==> src/rtl/rv32i_disassembler.sv <==
// rtl/rv32i_disassembler.sv - RV32I instruction word to ASCII assembly line streamer
//
// Purpose: accepts one 32-bit RV32I word at a time and streams its assembly text,
// one byte per transfer, terminated by LINE_END. Undecodable words print as
// "unknown 0x<word>" and are flagged on illegal_out alongside line_done_out.
//
// Ports:
//   clk_in          in   1   system clock
//   rst_in          in   1   synchronous, active-high reset
//   inst_in         in   32  instruction word
//   inst_valid_in   in   1   inst_in is valid
//   inst_ready_out  out  1   word can be accepted (IDLE and not in reset)
//   char_out        out  8   ASCII character
//   char_valid_out  out  1   char_out is valid
//   char_ready_in   in   1   downstream accepts char_out
//   line_done_out   out  1   pulse in the cycle LINE_END is accepted
//   illegal_out     out  1   with line_done_out: word was undecodable
module rv32i_disassembler #(
    parameter int         UPPER_HEX = 0,
    parameter logic [7:0] LINE_END  = 8'h0A
) (
    input  logic        clk_in,
    input  logic        rst_in,
    input  logic [31:0] inst_in,
    input  logic        inst_valid_in,
    output logic        inst_ready_out,
    output logic [7:0]  char_out,
    output logic        char_valid_out,
    input  logic        char_ready_in,
    output logic        line_done_out,
    output logic        illegal_out
);

    localparam logic [2:0] S_IDLE   = 3'd0;
    localparam logic [2:0] S_DECODE = 3'd1;
    localparam logic [2:0] S_MNEM   = 3'd2;
    localparam logic [2:0] S_OPS    = 3'd3;
    localparam logic [2:0] S_EOL    = 3'd4;

    // Operand token kinds: a register, a bare immediate, or "imm(reg)".
    localparam logic [1:0] K_REG = 2'd0;
    localparam logic [1:0] K_IMM = 2'd1;
    localparam logic [1:0] K_MEM = 2'd2;

    localparam logic [6:0] OPC_REG    = 7'b0110011;
    localparam logic [6:0] OPC_IMM    = 7'b0010011;
    localparam logic [6:0] OPC_LOAD   = 7'b0000011;
    localparam logic [6:0] OPC_STORE  = 7'b0100011;
    localparam logic [6:0] OPC_BRANCH = 7'b1100011;
    localparam logic [6:0] OPC_JAL    = 7'b1101111;
    localparam logic [6:0] OPC_JALR   = 7'b1100111;
    localparam logic [6:0] OPC_LUI    = 7'b0110111;
    localparam logic [6:0] OPC_AUIPC  = 7'b0010111;

    logic [2:0]  state;
    logic [31:0] inst_r;

    // Decoded line description, captured at the end of DECODE.
    logic [63:0] mnem_r;        // mnemonic, right-justified, first char in the highest used byte
    logic [2:0]  mlen_r;
    logic [7:0]  kinds_r;       // token kinds, slot 0 in the low bits
    logic [19:0] regs_r;        // token register numbers, slot 0 in the low bits
    logic [31:0] imm_r;
    logic [1:0]  ntok_r;
    logic        illegal_r;

    // Output cursor: which character of the line is currently presented.
    logic [2:0]  m_idx;
    logic [1:0]  tok;
    logic [4:0]  pos;

    function automatic logic [7:0] hex_char(input logic [3:0] n);
        if (n < 4'd10) return 8'h30 + {4'h0, n};
        return (UPPER_HEX != 0 ? 8'h41 : 8'h61) + {4'h0, n} - 8'd10;
    endfunction

    function automatic logic [4:0] reg_len(input logic [4:0] r);
        return (r >= 5'd10) ? 5'd3 : 5'd2;
    endfunction

    function automatic logic [7:0] reg_char(input logic [4:0] r, input logic [4:0] p);
        logic [4:0] tens;
        logic [4:0] ones;
        if (r >= 5'd30)      tens = 5'd3;
        else if (r >= 5'd20) tens = 5'd2;
        else if (r >= 5'd10) tens = 5'd1;
        else                 tens = 5'd0;
        ones = r - 5'd10 * tens;
        if (p == 5'd0) return "x";
        if (tens == 5'd0 || p != 5'd1) return 8'h30 + {3'd0, ones};
        return 8'h30 + {3'd0, tens};
    endfunction

    function automatic logic [7:0] imm_char(input logic [31:0] v, input logic [4:0] p);
        logic [2:0] ni;
        ni = 3'(5'd9 - p);
        if (p == 5'd0) return "0";
        if (p == 5'd1) return "x";
        return hex_char(v[{ni, 2'b00} +: 4]);
    endfunction

    function automatic logic [4:0] tok_len(input logic [1:0] k, input logic [4:0] r);
        case (k)
            K_REG:   return reg_len(r);
            K_IMM:   return 5'd10;
            default: return 5'd12 + reg_len(r);
        endcase
    endfunction

    function automatic logic [7:0] tok_char(input logic [1:0] k, input logic [4:0] r,
                                            input logic [31:0] v, input logic [4:0] p);
        if (k == K_REG) return reg_char(r, p);
        if (k == K_IMM || p < 5'd10) return imm_char(v, p);
        if (p == 5'd10) return "(";
        if (p == 5'd11 + reg_len(r)) return ")";
        return reg_char(r, p - 5'd11);
    endfunction

    // ---------------- decode (combinational from the latched word) ----------------
    logic [6:0]  opcode;
    logic [4:0]  rd, rs1, rs2;
    logic [2:0]  f3;
    logic [6:0]  f7;
    logic [31:0] imm_i, imm_s, imm_b, imm_u, imm_j;

    assign opcode = inst_r[6:0];
    assign rd     = inst_r[11:7];
    assign f3     = inst_r[14:12];
    assign rs1    = inst_r[19:15];
    assign rs2    = inst_r[24:20];
    assign f7     = inst_r[31:25];
    assign imm_i  = {{20{inst_r[31]}}, inst_r[31:20]};
    assign imm_s  = {{20{inst_r[31]}}, inst_r[31:25], inst_r[11:7]};
    assign imm_b  = {{19{inst_r[31]}}, inst_r[31], inst_r[7], inst_r[30:25], inst_r[11:8], 1'b0};
    assign imm_u  = {12'd0, inst_r[31:12]};
    assign imm_j  = {{11{inst_r[31]}}, inst_r[31], inst_r[19:12], inst_r[20], inst_r[30:21], 1'b0};

    logic [63:0] d_mnem;
    logic [2:0]  d_mlen;
    logic [7:0]  d_kinds;
    logic [19:0] d_regs;
    logic [31:0] d_imm;
    logic [1:0]  d_ntok;
    logic        d_illegal;

    always_comb begin
        d_mnem    = '0;
        d_mlen    = 3'd0;
        d_illegal = 1'b0;
        d_imm     = imm_i;
        d_ntok    = 2'd3;
        d_kinds   = {2'd0, K_IMM, K_REG, K_REG};
        d_regs    = {10'd0, rs1, rd};
        case (opcode)
            OPC_REG: begin
                d_kinds   = {2'd0, K_REG, K_REG, K_REG};
                d_regs    = {5'd0, rs2, rs1, rd};
                d_illegal = (f7 != 7'd0) && !(f7 == 7'b0100000 && (f3 == 3'd0 || f3 == 3'd5));
                case (f3)
                    3'd0:    d_mnem = f7[5] ? 64'("sub") : 64'("add");
                    3'd1:    d_mnem = 64'("sll");
                    3'd2:    d_mnem = 64'("slt");
                    3'd3:    d_mnem = 64'("sltu");
                    3'd4:    d_mnem = 64'("xor");
                    3'd5:    d_mnem = f7[5] ? 64'("sra") : 64'("srl");
                    3'd6:    d_mnem = 64'("or");
                    default: d_mnem = 64'("and");
                endcase
            end
            OPC_IMM: begin
                case (f3)
                    3'd0: d_mnem = 64'("addi");
                    3'd1: begin
                        d_mnem    = 64'("slli");
                        d_imm     = {27'd0, rs2};
                        d_illegal = (f7 != 7'd0);
                    end
                    3'd2: d_mnem = 64'("slti");
                    3'd3: d_mnem = 64'("sltiu");
                    3'd4: d_mnem = 64'("xori");
                    3'd5: begin
                        d_mnem    = f7[5] ? 64'("srai") : 64'("srli");
                        d_imm     = {27'd0, rs2};
                        d_illegal = (f7 != 7'd0) && (f7 != 7'b0100000);
                    end
                    3'd6:    d_mnem = 64'("ori");
                    default: d_mnem = 64'("andi");
                endcase
            end
            OPC_LOAD: begin
                d_ntok  = 2'd2;
                d_kinds = {4'd0, K_MEM, K_REG};
                case (f3)
                    3'd0:    d_mnem = 64'("lb");
                    3'd1:    d_mnem = 64'("lh");
                    3'd2:    d_mnem = 64'("lw");
                    3'd4:    d_mnem = 64'("lbu");
                    3'd5:    d_mnem = 64'("lhu");
                    default: d_illegal = 1'b1;
                endcase
            end
            OPC_STORE: begin
                d_ntok  = 2'd2;
                d_kinds = {4'd0, K_MEM, K_REG};
                d_regs  = {10'd0, rs1, rs2};
                d_imm   = imm_s;
                case (f3)
                    3'd0:    d_mnem = 64'("sb");
                    3'd1:    d_mnem = 64'("sh");
                    3'd2:    d_mnem = 64'("sw");
                    default: d_illegal = 1'b1;
                endcase
            end
            OPC_BRANCH: begin
                d_regs = {10'd0, rs2, rs1};
                d_imm  = imm_b;
                case (f3)
                    3'd0:    d_mnem = 64'("beq");
                    3'd1:    d_mnem = 64'("bne");
                    3'd4:    d_mnem = 64'("blt");
                    3'd5:    d_mnem = 64'("bge");
                    3'd6:    d_mnem = 64'("bltu");
                    3'd7:    d_mnem = 64'("bgeu");
                    default: d_illegal = 1'b1;
                endcase
            end
            OPC_JAL: begin
                d_mnem  = 64'("jal");
                d_ntok  = 2'd2;
                d_kinds = {4'd0, K_IMM, K_REG};
                d_imm   = imm_j;
            end
            OPC_JALR: begin
                d_mnem    = 64'("jalr");
                d_ntok    = 2'd2;
                d_kinds   = {4'd0, K_MEM, K_REG};
                d_illegal = (f3 != 3'd0);
            end
            OPC_LUI, OPC_AUIPC: begin
                d_mnem  = opcode[5] ? 64'("lui") : 64'("auipc");
                d_ntok  = 2'd2;
                d_kinds = {4'd0, K_IMM, K_REG};
                d_imm   = imm_u;
            end
            default: d_illegal = 1'b1;
        endcase
        if (d_illegal) begin
            d_mnem  = 64'("unknown");
            d_ntok  = 2'd1;
            d_kinds = {6'd0, K_IMM};
            d_regs  = '0;
            d_imm   = inst_r;
        end
        // Mnemonic length = index of the highest non-zero byte plus one.
        for (int i = 0; i < 7; i++) begin
            if (d_mnem[8*i +: 8] != 8'h00) d_mlen = 3'(i + 1);
        end
    end

    // ---------------- character generation from the cursor ----------------
    logic [1:0] cur_kind;
    logic [4:0] cur_reg;
    logic [4:0] cur_len;
    logic       cur_last;
    logic [4:0] seg_last;       // last pos of this token, including ", " when not the last token
    logic [2:0] m_sel;
    logic       xfer;

    assign cur_kind = kinds_r[{tok, 1'b0} +: 2];
    assign cur_reg  = regs_r[5*tok +: 5];
    assign cur_len  = tok_len(cur_kind, cur_reg);
    assign cur_last = (tok == ntok_r - 2'd1);
    assign seg_last = cur_last ? cur_len - 5'd1 : cur_len + 5'd1;
    assign m_sel    = mlen_r - 3'd1 - m_idx;
    assign xfer     = char_valid_out && char_ready_in;

    always_comb begin
        char_out = 8'h00;
        case (state)
            S_MNEM: char_out = (m_idx == mlen_r) ? 8'h20 : mnem_r[{m_sel, 3'b000} +: 8];
            S_OPS: begin
                if (pos == cur_len)              char_out = 8'h2C;
                else if (pos == cur_len + 5'd1)  char_out = 8'h20;
                else                             char_out = tok_char(cur_kind, cur_reg, imm_r, pos);
            end
            S_EOL:   char_out = LINE_END;
            default: char_out = 8'h00;
        endcase
    end

    assign char_valid_out = (state == S_MNEM) || (state == S_OPS) || (state == S_EOL);
    assign inst_ready_out = (state == S_IDLE) && !rst_in;
    assign line_done_out  = (state == S_EOL) && char_ready_in;
    assign illegal_out    = line_done_out && illegal_r;

    // ---------------- sequencing ----------------
    always_ff @(posedge clk_in) begin
        if (rst_in) begin
            state     <= S_IDLE;
            inst_r    <= '0;
            mnem_r    <= '0;
            mlen_r    <= 3'd0;
            kinds_r   <= '0;
            regs_r    <= '0;
            imm_r     <= '0;
            ntok_r    <= 2'd0;
            illegal_r <= 1'b0;
            m_idx     <= 3'd0;
            tok       <= 2'd0;
            pos       <= 5'd0;
        end else begin
            case (state)
                S_IDLE: begin
                    if (inst_valid_in) begin
                        inst_r <= inst_in;
                        state  <= S_DECODE;
                    end
                end
                S_DECODE: begin
                    mnem_r    <= d_mnem;
                    mlen_r    <= d_mlen;
                    kinds_r   <= d_kinds;
                    regs_r    <= d_regs;
                    imm_r     <= d_imm;
                    ntok_r    <= d_ntok;
                    illegal_r <= d_illegal;
                    m_idx     <= 3'd0;
                    state     <= S_MNEM;
                end
                S_MNEM: begin
                    if (xfer) begin
                        if (m_idx == mlen_r) begin
                            tok   <= 2'd0;
                            pos   <= 5'd0;
                            state <= S_OPS;
                        end else begin
                            m_idx <= m_idx + 3'd1;
                        end
                    end
                end
                S_OPS: begin
                    if (xfer) begin
                        if (pos == seg_last) begin
                            pos <= 5'd0;
                            if (cur_last) state <= S_EOL;
                            else          tok   <= tok + 2'd1;
                        end else begin
                            pos <= pos + 5'd1;
                        end
                    end
                end
                S_EOL: begin
                    if (xfer) state <= S_IDLE;
                end
                default: state <= S_IDLE;
            endcase
        end
    end

endmodule

==> config.mk <==
export PLATFORM = sky130hd
export DESIGN_NAME = rv32i_disassembler
export DESIGN_NICKNAME = d
export VERILOG_FILES = /design/src/rtl/rv32i_disassembler.sv
export SDC_FILE = /design/constraint.sdc
export NUM_CORES = 1
export LEC_CHECK = 0
export BUFFER_PORTS_ARGS = -buffer_cell sky130_fd_sc_hd__buf_2
export CAP_MARGIN = 20
export CORE_ASPECT_RATIO = 1.5
export CORE_UTILIZATION = 60
export DETAILED_ROUTE_END_ITERATION = 8
export GPL_TIMING_DRIVEN = 0
export PLACE_DENSITY = 0.79
export SLEW_MARGIN = 10
export SYNTH_ARGS = -nofsm -noshare
export SYNTH_HDL_FRONTEND = slang
export SYNTH_SLANG_ARGS = --single-unit
export TNS_END_PERCENT = 20
==> constraint.sdc <==
create_clock -name clk_in -period 4.5 [get_ports clk_in]
set_input_delay 0 -clock clk_in [delete_from_list [all_inputs] [get_ports clk_in]]
set_output_delay 0 -clock clk_in [all_outputs]
set_load 0.03 [all_outputs]
==> impl_metrics.tcl, run 1 <==
set metrics [dict create \
    status "complete, no violations" \
    pin_count 48 \
    grt_pass1_wl_mm 46.53 \
    dp.cells 1294 \
    drt-pass1-iter-count 7 \
    worstPathRequired_ns 4.50 \
    start_util_pct 61.49 \
    synthTopCellsByArea "dfxtp_1 32%, nand2_1 9.1%, a21oi_1 7.6%" \
    route.detailed.drc 0 \
    seq_area_frac_synth_pct 31.51 \
    hpwl_mm 20.67 \
    highest_layer "met4" \
    met2_length_mm 14.16 \
    fin_crit_ns 4.200 \
    drt_iter0_markers 1006 \
    synth_edf_count 0 \
    drv_slew 0 \
    crit_arrival_ns 4.20 \
    met3_length_mm 3.154 \
    ys_ff_latch 126 \
    grt_max_degree 17 \
    slew_headroom_pct 30.96 \
    num-fill-cells 1078 \
    async_flop_share_pct 0 \
    worstSetupStartpointType "register" \
    met1_length_mm 10.39 \
    final_area_sq_um 9373 \
    tritoncts "built" \
    drtAntennaViolNets 0 \
    cts-buffers-inserted 17 \
    synth_area_leader_cell "dfxtp_1" \
    numPortBuffers 45 \
    cts_setup_buffers 0 \
    rr_startpoint "inst_r[3]" \
    crit_fanout 10 \
    via_count 9112 \
    synth_cell_type_count 79 \
    worstSetupPathType "reg -> out" \
    syn_area_sq_um 8004 \
    fin_ws_ns 0.3003 \
    die_h_um 143.5 \
    path_clk_slew_ns 0.07 \
    postSynthCellCount 1090 \
    timing.rr.end "imm_r[30]" \
    hold_start "inst_valid_in" \
    core_area_sq_um 13020 \
    setup_tns_ns 0 \
    synthFlopType "dfxtp_1" \
    period_share_pct 93.33 \
    powerDensity_nw_per_um2 386.5 \
    fin_skew_ns 0.01232 \
    gp_congestion 1.011 \
    syn_avg_cell_area_sq_um 7.343 \
    setup_viol 0 \
    cts.sinks 126 \
    synth_top_area_share_pct 31.51 \
    drv_cap 0 \
    dp_slack_ns 0.4531 \
    tightest_slew_ns 1.025 \
    routed_wl_mm 29.97 \
    grt_pass1_vias 8608 \
    whs_ns 0.1134 \
    fin_nets 1238 \
    antenna_found_initial 1 \
    leakage_nw 3.285 \
    clock.fmax_mhz 238.1 \
    cts_buffer_depth 2 \
    layout-area-overhead-vs-synth_pct 17.10 \
    whs_endpoint "inst_r[1]" \
    reg2reg_depth 10 \
    hold_class "in -> reg" \
    yosys_warnings 0 \
    peakVddDrop_v 0.0003164 \
    cts_root_buf "clkbuf_16" \
    grt_usage_pct 45.54 \
    final_cells 1360 \
    hold_viol_final 0 \
    rows 51 \
    die_w_um 96.31 \
    dpl_cell_area_sq_um 8428 \
    drive_above_1_share_pct 10.67 \
    rsz0062_at_grt "yes" \
    die_area_sq_um 13820 \
    whs_path_depth 4 \
    cp-end-kind "output pin" \
    insertion_delay_ns 0.43 \
    h-tree-depth 4 \
    syn_nets 1141 \
    vias_per_cell 6.700 \
    grt_overflow 0 \
    r2r_setup_slack_ns 0.81 \
    routedWlPerCell_um 22.03 \
]
==> power breakdown <==
group,switching [mW],internal (mW),total [mW]
Clock,0.606,0.792,1.40
Combinational,0.599,0.298,0.897
Sequential,0.0996,1.23,1.33
==> cell families after synthesis <==
logic type | share of synthesized area, %
simple gates | 24.34
compound gates | 27.25
flops | 31.51
buf+inv | 5.831
mux | 6.972
fa+ha+maj | 2.533
xor+xnor | 1.516
other cells | 0.04685
==> cells in the mapped netlist, types with 3 or more instances <==
master and number:
o21ai_0 64, a311oi_1 3, a2111oi_0 3, or2_2 3, buf_1 5, o22a_1 4, a41oi_1 4, or3_1 7
dfxtp_1 126, buf_2 8, ha_1 13, o211ai_1 23, xnor2_1 8, nand2_1 194, nor3_1 56, a211oi_1 20
mux2i_1 22, and3_1 3, nand2b_1 12, a31oi_1 16, and2_1 11, buf_4 3, a22oi_1 9, o32ai_1 4
mux4_2 13, a21oi_1 121, o221a_2 4, a221oi_1 6, xor2_1 4, nor2b_1 8, clkbuf_1 72, nand3_1 26
inv_1 19, nor2_1 104, o22ai_1 14, buf_6 3, a221o_1 6, a22o_1 7, o21a_1 5, nor4_1 6
==> layout make-up <==
type                            count  area [sq um]  share of cell area, %
Multi-Input combinational cell    852          5029                  53.65
Sequential cell                   126          2524                  26.93
Timing Repair Buffer               78         555.5                  5.927
Clock buffer                       17         425.4                  4.539
Buffer                             91         386.6                  4.125
Tap cell                          159         198.9                  2.123
Clock inverter                     15         170.2                  1.816
Inverter                           21         81.33                 0.8677
Antenna cell                        1         2.502                0.02670
==> flip-flops by register name, indices dropped and copies added, names as in the netlist <==
name / count
imm_r: 32
inst_r: 32
mnem_r: 26
regs_r: 15
pos: 5
kinds_r: 3
m_idx: 3
mlen_r: 3
state: 3
ntok_r: 2
tok: 2
==> worst max path at each step <==
stage / end / from / cells past startpoint
CTS: char_out[1] / pos[1] / 11
global placement: char_out[1] / pos[1] / 11
finish: char_out[2] / pos[1] / 13
detailed placement: char_out[1] / pos[1] / 11
global route: char_out[1] / pos[1] / 11
floorplan: char_out[1] / pos[1] / 10
==> stage by stage <==
stage	power [mW]	utilization, %
6_report	3.622	72.00
5_1_grt	3.741	72.00
4_1_cts	3.560	71.87
3_5_place_dp	2.165	64.74
3_3_place_gp	2.153	64.74
2_1_floorplan	1.900	-
==> routing by layer <==
layer  GRT usage [%]  vias up
met3           14.97      172
met5           1.984        -
li1                -     4124
met4           30.26        0
met1           50.68     4195
met2           72.83      621
==> worst max-delay path, stage by stage, from the launching register on <==
cell and delay (ns):
dfxtp_2 0.46, clkbuf_2 0.30, inv_1 0.20, ha_1 0.32, buf_2 0.23, mux4_2 0.55, mux2i_1 0.33, and2_1 0.21
nor2_1 0.09, nand2_1 0.09, xnor2_1 0.09, o32ai_2 0.52, a21o_1 0.19, buf_2 0.19
==> timing repair <==
| action | CTS | global route |
|---|---|---|
| resized for setup | 1 | 5 |
| setup endpoints to repair | 1 | 6 |
| endpoints found under the hold margin | 33 | 0 |
| pin swaps | 0 | 0 |
| hold buffers | 33 | 0 |
==> cell usage in the layout, fill, tap and decap left out, types with 6 or more instances in the layout <==
| cell type | count |
|---|---|
| inv_1 | 19 |
| nor2_1 | 104 |
| xnor2_1 | 8 |
| a22o_1 | 7 |
| clkbuf_1 | 71 |
| dlygate4sd3_1 | 33 |
| nor2b_1 | 8 |
| mux4_2 | 13 |
| nor3_1 | 56 |
| nor4_1 | 6 |
| nand2b_1 | 12 |
| or3_1 | 7 |
| a211oi_1 | 20 |
| o211ai_1 | 23 |
| o21ai_0 | 63 |
| ha_1 | 13 |
| clkbuf_16 | 17 |
| dfxtp_1 | 125 |
| a221o_1 | 6 |
| nand2_1 | 194 |
| a21oi_1 | 121 |
| buf_2 | 53 |
| o22ai_1 | 14 |
| nand3_1 | 26 |
| and2_1 | 11 |
| a31oi_1 | 16 |
| a22oi_1 | 9 |
| mux2i_1 | 22 |
Power figures use the tool's default switching activity.
==> run 2, diff against run 1 <==
Settings changed: ABC_AREA from default to 1, CELL_PAD_IN_SITES_DETAIL_PLACEMENT from default to 1, CELL_PAD_IN_SITES_GLOBAL_PLACEMENT from default to 2, CORE_UTILIZATION 60 to 36, PLACE_DENSITY 0.79 to default, PLACE_DENSITY_LB_ADDON from default to 0.1.
==> run 2 against run 1 <==
  * Via count fell by 0.70%
  * Count of clock-buffer cells in the layout rose by 3
  * Final cell count rose by 23%
  * Core utilization fell by 28 points
  * Register-to-register slack improved by 0.92 ns
  * Critical path type unchanged
  * Largest cell class unchanged
  * Largest power group is now combinational cells
==> impl_metrics.tcl, run 2 <==
set metrics [dict create \
    cts_root_buf "clkbuf_16" \
    grt_usage_pct 29.44 \
    antenna_found_initial 1 \
    tritoncts "built" \
    cts_resized 0 \
    h-tree-depth 4 \
    hpwl_mm 26.37 \
    die_w_um 124.6 \
    total_power_mw 5.236 \
    drive_above_1_share_pct 10.47 \
    final_cells 1667 \
    setup_tns_ns 0 \
    peakVddDrop_v 0.0003191 \
    powerDensity_nw_per_um2 544.7 \
    worstPathRequired_ns 4.50 \
    num-fill-cells 2964 \
    path_clk_slew_ns 0.06 \
    async_flop_share_pct 0 \
    vias_per_cell 5.428 \
    synth_top_area_share_pct 31.07 \
    antennaDiodeCount 0 \
    ys_ff_latch 126 \
    synth_cell_type_count 50 \
    reg_top3 "imm_r: 32 flops, inst_r: 32 flops, mnem_r: 26 flops" \
    setup_viol 0 \
    routed_wl_mm 33.23 \
    final_area_sq_um 9613 \
    insertion_delay_ns 0.44 \
    yosys_warnings 0 \
    rows 66 \
    final_common_cell "nand2_1" \
    synthFlopType "dfxtp_1" \
    syn_area_sq_um 8118 \
    worstSetupStartpointType "register" \
    gp_congestion 0.9676 \
    fin_crit_ns 3.740 \
    postLayoutCoreUtil_pct 43.93 \
    syn_nets 1335 \
    syn_avg_cell_area_sq_um 6.322 \
    start_util_pct 37.10 \
    grt_pass1_wl_mm 52.02 \
    via_count 9048 \
    synthTopCellsByArea "dfxtp_1 31%, nand2_1 12%, o21ai_0 8.7%" \
    hold_class "in -> reg" \
    route.detailed.drc 0 \
    die_h_um 185.9 \
    layout_common_cells "268 x nand2_1, 168 x inv_1, 141 x o21ai_0, 126 x dfxtp_1, 117 x nand3_1" \
    layout-area-overhead-vs-synth_pct 18.42 \
    cts-buffers-inserted 17 \
    dp.cells 1601 \
    drt_iter0_markers 567 \
    cp-end-kind "output pin" \
    synth_edf_count 0 \
    dp_slack_ns 1.154 \
    dpl_cell_area_sq_um 8683 \
    hold_viol_final 0 \
    numPortBuffers 45 \
    drtAntennaViolNets 0 \
    grt_max_degree 17 \
    cts.sinks 126 \
    slew_headroom_pct 38.33 \
    seq_area_frac_synth_pct 31.07 \
    worstSetupPathType "reg -> out" \
    status "complete, no violations" \
    netlist_top_cells_count "268 x nand2_1, 168 x inv_1, 141 x o21ai_0, 126 x dfxtp_1, 117 x nand3_1" \
    yosysMostFrequentCell "nand2_1" \
    period_share_pct 83.11 \
    routedWlPerCell_um 19.94 \
    synth_area_leader_cell "dfxtp_1" \
    drv_slew 0 \
    drv_cap 0 \
    fin_skew_ns 0.01169 \
    whs_ns 0.02728 \
    grt_overflow 0 \
    drt-pass1-iter-count 7 \
    pin_count 48 \
    clock.fmax_mhz 267.4 \
    grt_pass1_vias 9213 \
    postSynthCellCount 1284 \
    fin_nets 1433 \
    core_area_sq_um 21880 \
    crit_arrival_ns 3.74 \
    crit_fanout 11 \
    fin_ws_ns 0.7602 \
    rsz0062_at_grt "no" \
    tightest_slew_ns 0.9216 \
    cts_buffer_depth 2 \
    leakage_nw 4.431 \
    die_area_sq_um 23170 \
]
## run 2: cell types whose count changed in the layout (fill, tap and decap cells not counted), sizes merged, moves of 29 or more
| cell | change |
|---|---|
| a21oi | -29 |
| clkbuf | -30 |
| nor3 | -43 |
| inv | +147 |
| nand2 | +82 |
| o21ai | +80 |
| nand3 | +103 |
## run 2: report_power, final
group | leakage (nW) | switching, mW | internal (mW) | total [mW]
sequential | 1.03 | 0.237 | 1.35 | 1.59
clock | 0.275 | 0.577 | 0.847 | 1.42
combinational | 3.13 | 1.59 | 0.631 | 2.22
total | 4.43 | 2.40 | 2.83 | 5.24
## run 2: cell families (layout without fill, tap and decap cells)
logic type	after synthesis	after routing	share of synthesized area, %
compound gates	330	330	22.92
xor+xnor	7	7	0.7553
fa+ha+maj	15	15	2.497
buf+inv	247	358	12.24
flops	126	126	31.07
other cells	1	1	0.04619
simple gates	558	558	30.47
## run 2: final cells by class
type	count	area, sq um	share of cell area (%)
plain buffers	64	304.0	3.163
flip-flops and latches	126	2522	26.24
inverters	183	689.4	7.172
multi-input cells	911	4602	47.87
clock inverters	12	137.6	1.432
repair buffers	79	560.5	5.831
clock buffers	20	456.7	4.751
well taps	272	340.3	3.540
## run 2: per-layer routing
metal | routed length, um | vias up | GRT usage, %
met5 | 13 | - | 0
met4 | 1294 | 2 | 13.30
met3 | 1163 | 81 | 3.967
met2 | 17000 | 234 | 54.52
met1 | 13760 | 4253 | 33.36
li1 | - | 4478 | -
## run 2: repair_timing
item                      4_1_cts  5_1_grt
hold endpoints to repair       33        0
hold buffers                   33        0
buffers inserted                0        0
## run 2: final timing paths
path | startpoint | end | slack (ns) | cells after the start
hold / removal | rst_in | tok[1] | 0.03 | 2
setup reg to reg | inst_r[1] | regs_r[2] | 1.73 | 15
setup / recovery | pos[1] | char_out[2] | 0.76 | 18
hold reg to reg | mnem_r[14] | mnem_r[14] | 0.46 | 2
## run 2: worst max-delay path: stages, from the launching register on
cell,delay (ns)
dfxtp_1,0.42
clkbuf_2,0.23
clkinv_1,0.34
ha_1,0.53
inv_1,0.10
o21ai_0,0.41
inv_1,0.09
ha_1,0.20
inv_1,0.06
nor2_1,0.04
nor2_1,0.14
nand2_1,0.07
nand2_1,0.07
nand3_1,0.09
nand3_1,0.10
nand2_1,0.08
nand2_1,0.08
nand2_1,0.05
buf_2,0.17
==> run 3, diff against run 2 <==
Settings changed: CORE_UTILIZATION 36 to 34.
Clock period 4.5 ns to 3.6 ns, I/O delays scaled along.
==> run 3 against run 2 <==
  * Global-route usage down 0.75 points
  * Count of clock-buffer cells in the layout is 2 lower
  * Clock power rose by 25%
  * Sequential share of layout area down 0.19 points
  * Total power increased by 26%
  * Wire length grew 1.6%
  * Sequential power grew 25%
  * Combinational power increased by 26%
  * First-iteration DRC count rose by 1.2%
  * Clock skew fell by 0.0017 ns
  * Register-to-register slack got worse by 0.91 ns
  * Non-clock buffer count down 2
  * Critical endpoint is now char_out[1]
  * Largest cell class unchanged
  * Highest routed layer is now met4
==> impl_metrics.tcl, run 3 (synthesis results as in run 2) <==
set metrics [dict create \
    reg2reg_depth 10 \
    rows 68 \
    via_count 9088 \
    drv_slew 0 \
    peakVddDrop_v 0.0004338 \
    total_power_mw 6.581 \
    layout_common_cells "268 x nand2_1, 168 x inv_1, 139 x o21ai_0, 126 x dfxtp_1, 116 x nand3_1" \
    grt_max_degree 17 \
    crit_arrival_ns 3.36 \
    hpwl_mm 26.76 \
    hold_class "in -> reg" \
    drt-pass1-iter-count 5 \
    drive_above_1_share_pct 11.06 \
    drv_cap 0 \
    hold_viol_final 0 \
    rsz0062_at_grt "no" \
    reg_top3 "imm_r: 32 flops, inst_r: 32 flops, mnem_r: 26 flops" \
    drtAntennaViolNets 0 \
    crit_end "char_out[1]" \
    worstSetupPathType "reg -> out" \
    tightest_slew_ns 0.9499 \
    grt_usage_pct 28.69 \
    worstPathRequired_ns 3.60 \
    layout-area-overhead-vs-synth_pct 19.27 \
    fin_nets 1431 \
    whs_path_depth 2 \
    antennaDiodeCount 0 \
    clock.fmax_mhz 298.0 \
    route.detailed.drc 0 \
    cts-buffers-inserted 17 \
    die_area_sq_um 24510 \
    core_area_sq_um 23230 \
    p_sw_mw 3.050 \
    grt_overflow 0 \
    routedWlPerCell_um 19.76 \
    crit_path_start "pos[1]" \
    path_clk_slew_ns 0.06 \
    drt_iter0_markers 574 \
    whs_ns 0.03939 \
    final_common_cell "nand2_1" \
    comb_power_share_pct 42.6 \
    h-tree-depth 4 \
    cts_setup_buffers 0 \
    p_clk_share_pct 27.1 \
    fin_crit_ns 3.356 \
    gp_congestion 0.9234 \
    cts_buffer_depth 2 \
    internal_power_mw 3.531 \
    insertion_delay_ns 0.44 \
    grt_pass1_wl_mm 52.16 \
    period_share_pct 93.23 \
    powerDensity_nw_per_um2 679.7 \
    crit_fanout 11 \
    sequentialPowerShare_pct 30.3 \
    start_util_pct 34.95 \
    antenna_found_initial 0 \
    setup_tns_ns 0 \
    slew_headroom_pct 36.67 \
    cp-end-kind "output pin" \
    setup_viol 0 \
    fin_skew_ns 0.009945 \
    vias_per_cell 5.321 \
    cts_root_buf "clkbuf_16" \
    r2r_setup_slack_ns 0.82 \
    numPortBuffers 45 \
    tritoncts "built" \
    routed_wl_mm 33.75 \
    grt_pass1_vias 9213 \
    pin_count 48 \
    die_h_um 191.2 \
    rr_startpoint "inst_r[25]" \
    swShare_pct 46.35 \
    leakage_nw 4.436 \
    worstSetupStartpointType "register" \
    postLayoutCoreUtil_pct 41.68 \
    status "complete, no violations" \
    cts.sinks 126 \
    die_w_um 128.2 \
    timing.rr.end "mnem_r[19]" \
    num-fill-cells 3107 \
]
## run 3: changes by cell type in the layout (fill, tap and decap cells not counted), sizes merged
| cell | before | now |
|---|---|---|
| inv | 178 | 183 |
| clkbuf | 59 | 56 |
| clkinv | 10 | 7 |
| buf | 71 | 70 |
## run 3: critical path, cell delays in order (launching register included)
cell	delay, ns
dfxtp_1	0.44
clkbuf_2	0.26
clkinv_2	0.21
ha_2	0.38
o21ai_0	0.44
ha_1	0.33
nor2_1	0.10
nor2_1	0.05
o21ai_0	0.23
nor2_1	0.12
o21bai_1	0.14
buf_2	0.21
## run 3: routing by layer
layer  global-route usage [%]  vias up  wire length [um]
met2                    52.40      217             17060
li1                         -     4474                 -
met3                    3.694       77              1098
met4                    13.89        0              1532
met5                        0        -                 0
met1                    32.52     4320             14060
## run 3: worst min path at each step
stage                 from          to  slack, ns
2_1_floorplan   inst_in[0]   inst_r[0]       0.19
4_1_cts             rst_in      tok[1]       0.03
3_3_place_gp    inst_in[2]   inst_r[2]       0.28
6_report            rst_in      tok[1]       0.04
5_1_grt             rst_in      tok[1]       0.09
3_5_place_dp   inst_in[27]  inst_r[27]       0.29
## run 3: power groups by stage
| stage | logic (mW) | registers [mW] | clock network (mW) |
|---|---|---|---|
| after global routing | 3.11 | 2.02 | 1.86 |
| after floorplan | 1.88 | 1.87 | 0 |
| final | 2.80 | 1.99 | 1.78 |
| after global placement | 2.71 | 2.01 | 0 |
| after detailed placement | 2.75 | 2.01 | 0 |
| after CTS | 2.79 | 1.98 | 1.80 |
## run 3: timing repair
action,in CTS,in global routing
hold endpoints to repair,33,0
endpoints found under the setup margin,3,7
hold buffers,33,0
gates resized for setup,2,9
## run 3: layout make-up
type / instances / area, sq um / area share, %
multi-input combinational: 911 / 4619 / 47.71
buffer: 62 / 300.3 / 3.102
tap: 315 / 394.1 / 4.071
inverter: 183 / 690.7 / 7.134
sequential: 126 / 2522 / 26.05
clock buffer: 18 / 439.2 / 4.536
clock inverter: 14 / 155.1 / 1.602
timing repair buffer: 79 / 560.5 / 5.790
## run 3: metrics by stage
stage          instances  worst slack, ns  cell area [sq um]
3_5_place_dp        1645           0.2868               8742
4_1_cts             1710          0.05872               9668
3_3_place_gp        1644           0.3474               8737
6_report            1708           0.2439               9682
5_1_grt             1708        0.0008420               9682
2_1_floorplan       1284           0.9656               8118
